[src/rtl/pwm_multi.sv]
// pwm_multi: N-channel PWM generator that shares one programmable-period counter.
// Duty and period values are written into shadow registers. They are copied to the
// active registers only on a frame wrap, so a frame never mixes old and new settings.
// Optional build macro PWM_MULTI_CENTER_ALIGNED_EN selects up/down (centre-aligned)
// counting. When the macro is undefined the counter is edge-aligned (up-count, then wrap).
module pwm_multi #(
    parameter int               WIDTH          = 16,
    parameter int               CHANNELS       = 4,
    parameter logic [WIDTH-1:0] DEFAULT_PERIOD = {WIDTH{1'b1}},
    parameter int               ADDR_BITS      = 5
) (
    input  logic                 clk,
    input  logic                 reset,
    input  logic                 wr_en,
    input  logic [ADDR_BITS-1:0] wr_addr,
    input  logic [WIDTH-1:0]     wr_data,
    output logic [CHANNELS-1:0]  out,
    output logic                 frame_start
);

    logic [WIDTH-1:0]    cnt_q;
    logic [WIDTH-1:0]    cnt_d;
    logic [WIDTH-1:0]    period_active_q;
    logic [WIDTH-1:0]    period_shadow_q;
    logic                frame_start_q;
    logic [CHANNELS-1:0] out_q;
    logic                wrap;
    logic                period_wr;

    // Address CHANNELS is the period shadow. Addresses above it match nothing, so those writes are dropped.
    assign period_wr = wr_en && (wr_addr == ADDR_BITS'(CHANNELS));

`ifdef PWM_MULTI_CENTER_ALIGNED_EN
    logic dir_q;   // 0 = counting up, 1 = counting down
    logic dir_d;

    // Up/down sequence 0..P..1. The wrap is the step back to 0, and P<=1 turns straight back to 0.
    always_comb begin
        cnt_d = cnt_q;
        dir_d = dir_q;
        wrap  = 1'b0;
        if (!dir_q) begin
            if (cnt_q == period_active_q) begin
                if (period_active_q <= WIDTH'(1)) begin
                    cnt_d = '0;
                    wrap  = 1'b1;
                end else begin
                    cnt_d = cnt_q - 1'b1;
                    dir_d = 1'b1;
                end
            end else begin
                cnt_d = cnt_q + 1'b1;
            end
        end else begin
            if (cnt_q == WIDTH'(1)) begin
                cnt_d = '0;
                dir_d = 1'b0;
                wrap  = 1'b1;
            end else begin
                cnt_d = cnt_q - 1'b1;
            end
        end
    end

    // Direction register. It restarts counting up after reset.
    always_ff @(posedge clk) begin
        if (!reset) begin
            dir_q <= 1'b0;
        end else begin
            dir_q <= dir_d;
        end
    end
`else
    // Edge-aligned sequence 0..P, then wrap to 0.
    always_comb begin
        wrap  = (cnt_q == period_active_q);
        cnt_d = wrap ? '0 : cnt_q + 1'b1;
    end
`endif

    // Shared counter, period double-buffer and frame-start flag.
    always_ff @(posedge clk) begin
        if (!reset) begin
            cnt_q           <= '0;
            period_active_q <= DEFAULT_PERIOD;
            period_shadow_q <= DEFAULT_PERIOD;
            frame_start_q   <= 1'b0;
        end else begin
            cnt_q         <= cnt_d;
            frame_start_q <= (cnt_q == '0);
            if (period_wr) begin
                period_shadow_q <= wr_data;
            end
            if (wrap) begin
                period_active_q <= period_shadow_q;
            end
        end
    end

    genvar gi;
    generate
        for (gi = 0; gi < CHANNELS; gi++) begin : g_ch
            logic [WIDTH-1:0] duty_shadow_q;
            logic [WIDTH-1:0] duty_active_q;
            logic             out_bit_q;
            logic             duty_wr;

            assign duty_wr   = wr_en && (wr_addr == ADDR_BITS'(gi));
            assign out_q[gi] = out_bit_q;

            // Per-channel duty double-buffer and registered compare against the shared counter.
            always_ff @(posedge clk) begin
                if (!reset) begin
                    duty_shadow_q <= '0;
                    duty_active_q <= '0;
                    out_bit_q     <= 1'b0;
                end else begin
                    if (duty_wr) begin
                        duty_shadow_q <= wr_data;
                    end
                    if (wrap) begin
                        duty_active_q <= duty_shadow_q;
                    end
                    out_bit_q <= (cnt_q < duty_active_q);
                end
            end
        end
    endgenerate

    assign out         = out_q;
    assign frame_start = frame_start_q;

endmodule

[config.mk]
export PLATFORM = sky130hd
export DESIGN_NAME = pwm_multi
export DESIGN_NICKNAME = d
export VERILOG_FILES = /design/src/rtl/pwm_multi.sv
export SDC_FILE = /design/constraint.sdc
export NUM_CORES = 1
export LEC_CHECK = 0
export ABC_AREA = 1
export BUFFER_PORTS_ARGS = -buffer_cell sky130_fd_sc_hd__buf_2
export CAP_MARGIN = 10
export CELL_PAD_IN_SITES_DETAIL_PLACEMENT = 1
export CELL_PAD_IN_SITES_GLOBAL_PLACEMENT = 1
export CORE_ASPECT_RATIO = 0.8
export CORE_MARGIN = 2
export CORE_UTILIZATION = 46
export CTS_CLUSTER_DIAMETER = 30
export DETAILED_ROUTE_END_ITERATION = 7
export PLACE_DENSITY = 0.85
export SLEW_MARGIN = 20
export SYNTH_ARGS = -nofsm -noshare
export SYNTH_HDL_FRONTEND = slang
export SYNTH_SLANG_ARGS = --single-unit
[constraint.sdc]
create_clock -name clk -period 2.15 [get_ports clk]
set_clock_uncertainty 0.15 [all_clocks]
set_input_delay 0.3225 -clock clk [delete_from_list [all_inputs] [get_ports clk]]
set_output_delay 0.3225 -clock clk [all_outputs]
set_load 0.05 [all_outputs]
==> impl_metrics.tcl <==
set metrics [dict create \
    postCtsSetupBuffers 0 \
    period_needed_ns 2.01 \
    maxCapViolCount 0 \
    async_reset_ff_share_pct 0 \
    grt_util_met1_pct 38.8 \
    num-fill-cells 2307 \
    clkLatencyLatePin_ns 0.45 \
    synth_cells 1202 \
    io_pins 29 \
    synthTopCellsByArea "dfxtp_1 (42%), a21oi_1 (9.5%), nand2_1 (9.1%)" \
    drt_iter0_drc 460 \
    yosysTopAreaCellShare_pct 41.7 \
    route.detailed.drc 0 \
    maxSlewViolCount 0 \
    vias_per_cell 5.36 \
    grt_pass1_vias 8099 \
    cts_made_buffers 17 \
    min_path_cells 3 \
    ir_drop_mv 0.427 \
    grt_overflow 0 \
    cp_max_fo 27 \
    rsz0062_at_grt "no" \
    antenna_cells 0 \
    coreArea_sq_um 18300 \
    p_leak_nw 4.25 \
    cp.required_ns 2.31 \
    synth_ff_type "dfxtp_1" \
    drive_gt1_share_pct 9.71 \
    hold_path.class "primary input to flip-flop" \
    ys_types 23 \
    grt-busiest-layer "met2" \
    postSynthNetCount 1288 \
    dr_total_vias 8037 \
    crit_top_cell "nand2_1" \
    grt_pass1_wl_microns 43400 \
    fp.dieArea_sq_um 20000 \
    antenna_found_initial 0 \
    worstSetupPathType "flip-flop to flip-flop" \
    syn_area_per_cell_sq_um 7.23 \
    cts_tree "done" \
    fmax_mhz 498 \
    drtPass1Iterations 4 \
    die_width_microns 158 \
    status "finished, final reports clean" \
    critPathTopFamily "simple AND/OR/NAND/NOR gates" \
    wl_per_cell_microns 17.9 \
    ys_ff_latch 181 \
    final_nets 1319 \
    yosysMostFrequentCell "nand2_1" \
    die_h_microns 127 \
    cp-start-kind "flip-flop" \
    yosysTopAreaCell "dfxtp_1" \
    grt_max_degree 72 \
    ant_nets 0 \
    endpoint_kind "flip-flop" \
    area_growth_syn_to_layout_pct 15.4 \
    grt_use_total_pct 28.1 \
    cts_sinks 181 \
    powerDensity_nw_per_um2 713 \
    finalWirelength_microns 26800 \
    start_util_pct 47.4 \
    hold_slack_ns 0.0221 \
    syn_area_sq_um 8680 \
    hold_viol 0 \
    yosysWarnings 0 \
    io_buffers 28 \
    ctsHtreeMaxLevel 4 \
    max_slew.worst_pin.slew_ns 0.617 \
    cts-root-buf "clkbuf_16" \
    clk_pin_slew_ns 0.08 \
    ys_top_cells_by_count "nand2_1 (211), dfxtp_1 (181), a21oi_1 (164), inv_1 (162), nand3_1 (124)" \
    rr_worst_depth 9 \
    place_congestion 0.824 \
    use_met2_pct 45.3 \
    relSlewSlack_pct 58.8 \
    use_met3_pct 5.06 \
    crit_chain "xor2_1, nor2_1, nand2_1, nor2_4, buf_12, nand2_2, buf_4, nand2_1, nand3_1" \
    synth_edf_count 0 \
    slowest_stage "dfxtp_1" \
    hpwl_microns 18400 \
    arrival_ns 2.17 \
    rows 44 \
    final.period_utilization_pct 93.4 \
    crit_buf_inv 2 \
    finalSetupTns_ns 0 \
    cts.path.max_buffers 2 \
    yosysSeqAreaShare_pct 41.7 \
    setup_violations 0 \
    cpPeakStageDelay_ns 0.58 \
    path_depth 9 \
]
-- state kept, by name, summed over array words and instances, names as in the netlist --
register            count
cnt_q                  16
frame_start             1
g_ch.duty_active_q     64
g_ch.duty_shadow_q     64
g_ch.out_bit_q          4
period_active_q        16
period_shadow_q        16
-- layout by cell type (no fill, tap or decap), types with 6 or more instances in the layout --
master         instances
buf_12                10
clkinv_8               6
buf_4                 36
a21oi_1              164
o21ai_0               72
inv_2                  7
buf_2                 27
nand2_1              211
nor2_1               100
ha_1                  62
inv_1                162
dlygate4sd3_1          7
nand4_1                9
nand3_1              124
dfxtp_1              177
xor2_1                14
clkbuf_16             17
nor3_1                 9
-- report_power, final --
| part | total (mW) | internal (mW) | switching, mW |
|---|---|---|---|
| Sequential | 3.40 | 3.38 | 0.0205 |
| Combinational | 0.367 | 0.118 | 0.249 |
| Clock | 3.38 | 1.72 | 1.66 |
-- final timing paths --
check	to	slack [ns]	start
max	period_active_q[11]$_SDFFE_PN1N_	0.14	cnt_q[13]$_SDFF_PP0_
min	period_shadow_q[5]$_SDFFE_PN1P_	0.02	wr_data[5]
max reg2reg	period_active_q[11]$_SDFFE_PN1N_	0.14	cnt_q[13]$_SDFF_PP0_
min reg2reg	g_ch[0].duty_shadow_q[11]$_SDFFE_PN0P_	0.30	g_ch[0].duty_shadow_q[11]$_SDFFE_PN0P_
-- what timing repair did --
action                                  in CTS  in global routing
endpoints found under the setup margin       0                 33
endpoints found under the hold margin        7                  0
resized for setup                            0                  6
hold buffers                                 7                  0
-- layout make-up --
cell class	count	area, sq um	share of cell area, %
repair buffers	80	676	6.74
flip-flops and latches	181	3630	36.2
clock inverters	15	224	2.23
well taps	253	317	3.16
inverters	169	634	6.33
multi-input cells	784	4120	41.1
clock buffers	17	425	4.24
-- layer usage --
layer | vias to the layer above | part of all wire, % | routed length, microns
met3 | 28 | 4.3 | 1160
met1 | 3935 | 48 | 12900
met2 | 144 | 46 | 12400
met5 | - | 0 | 0
met4 | 0 | 1.4 | 367
li1 | 3930 | - | -
-- stage by stage --
stage	power, mW	std cells	area (sq um)	worst slack [ns]	util, %
detailed placement	3.83	1460	9290	0.150	50.7
floorplan	3.70	1202	8680	0.378	-
finish	7.15	1499	10000	0.143	54.7
global route	7.37	1499	10000	0.0112	54.7
global placement	3.82	1460	9290	0.180	50.7
CTS	7.18	1499	10000	0.0816	54.6
-- kinds of logic (layout without fill, tap and decap cells) --
family,Yosys count,after routing,share of synthesized area (%)
flip-flops,181,181,41.7
adder cells (fa/ha/maj),62,62,8.93
buffers and inverters,237,281,10.9
XOR/XNOR,15,15,1.51
AND/OR/NAND/NOR,459,459,22.3
AO/OA/AOI/OAI,248,248,14.6
-- worst min-delay path, cell delays in order --
cell and delay, ns:
buf_2 0.13, nand2_1 0.07, nand3_1 0.06
Note: power is estimated with default switching activity, not from simulation.
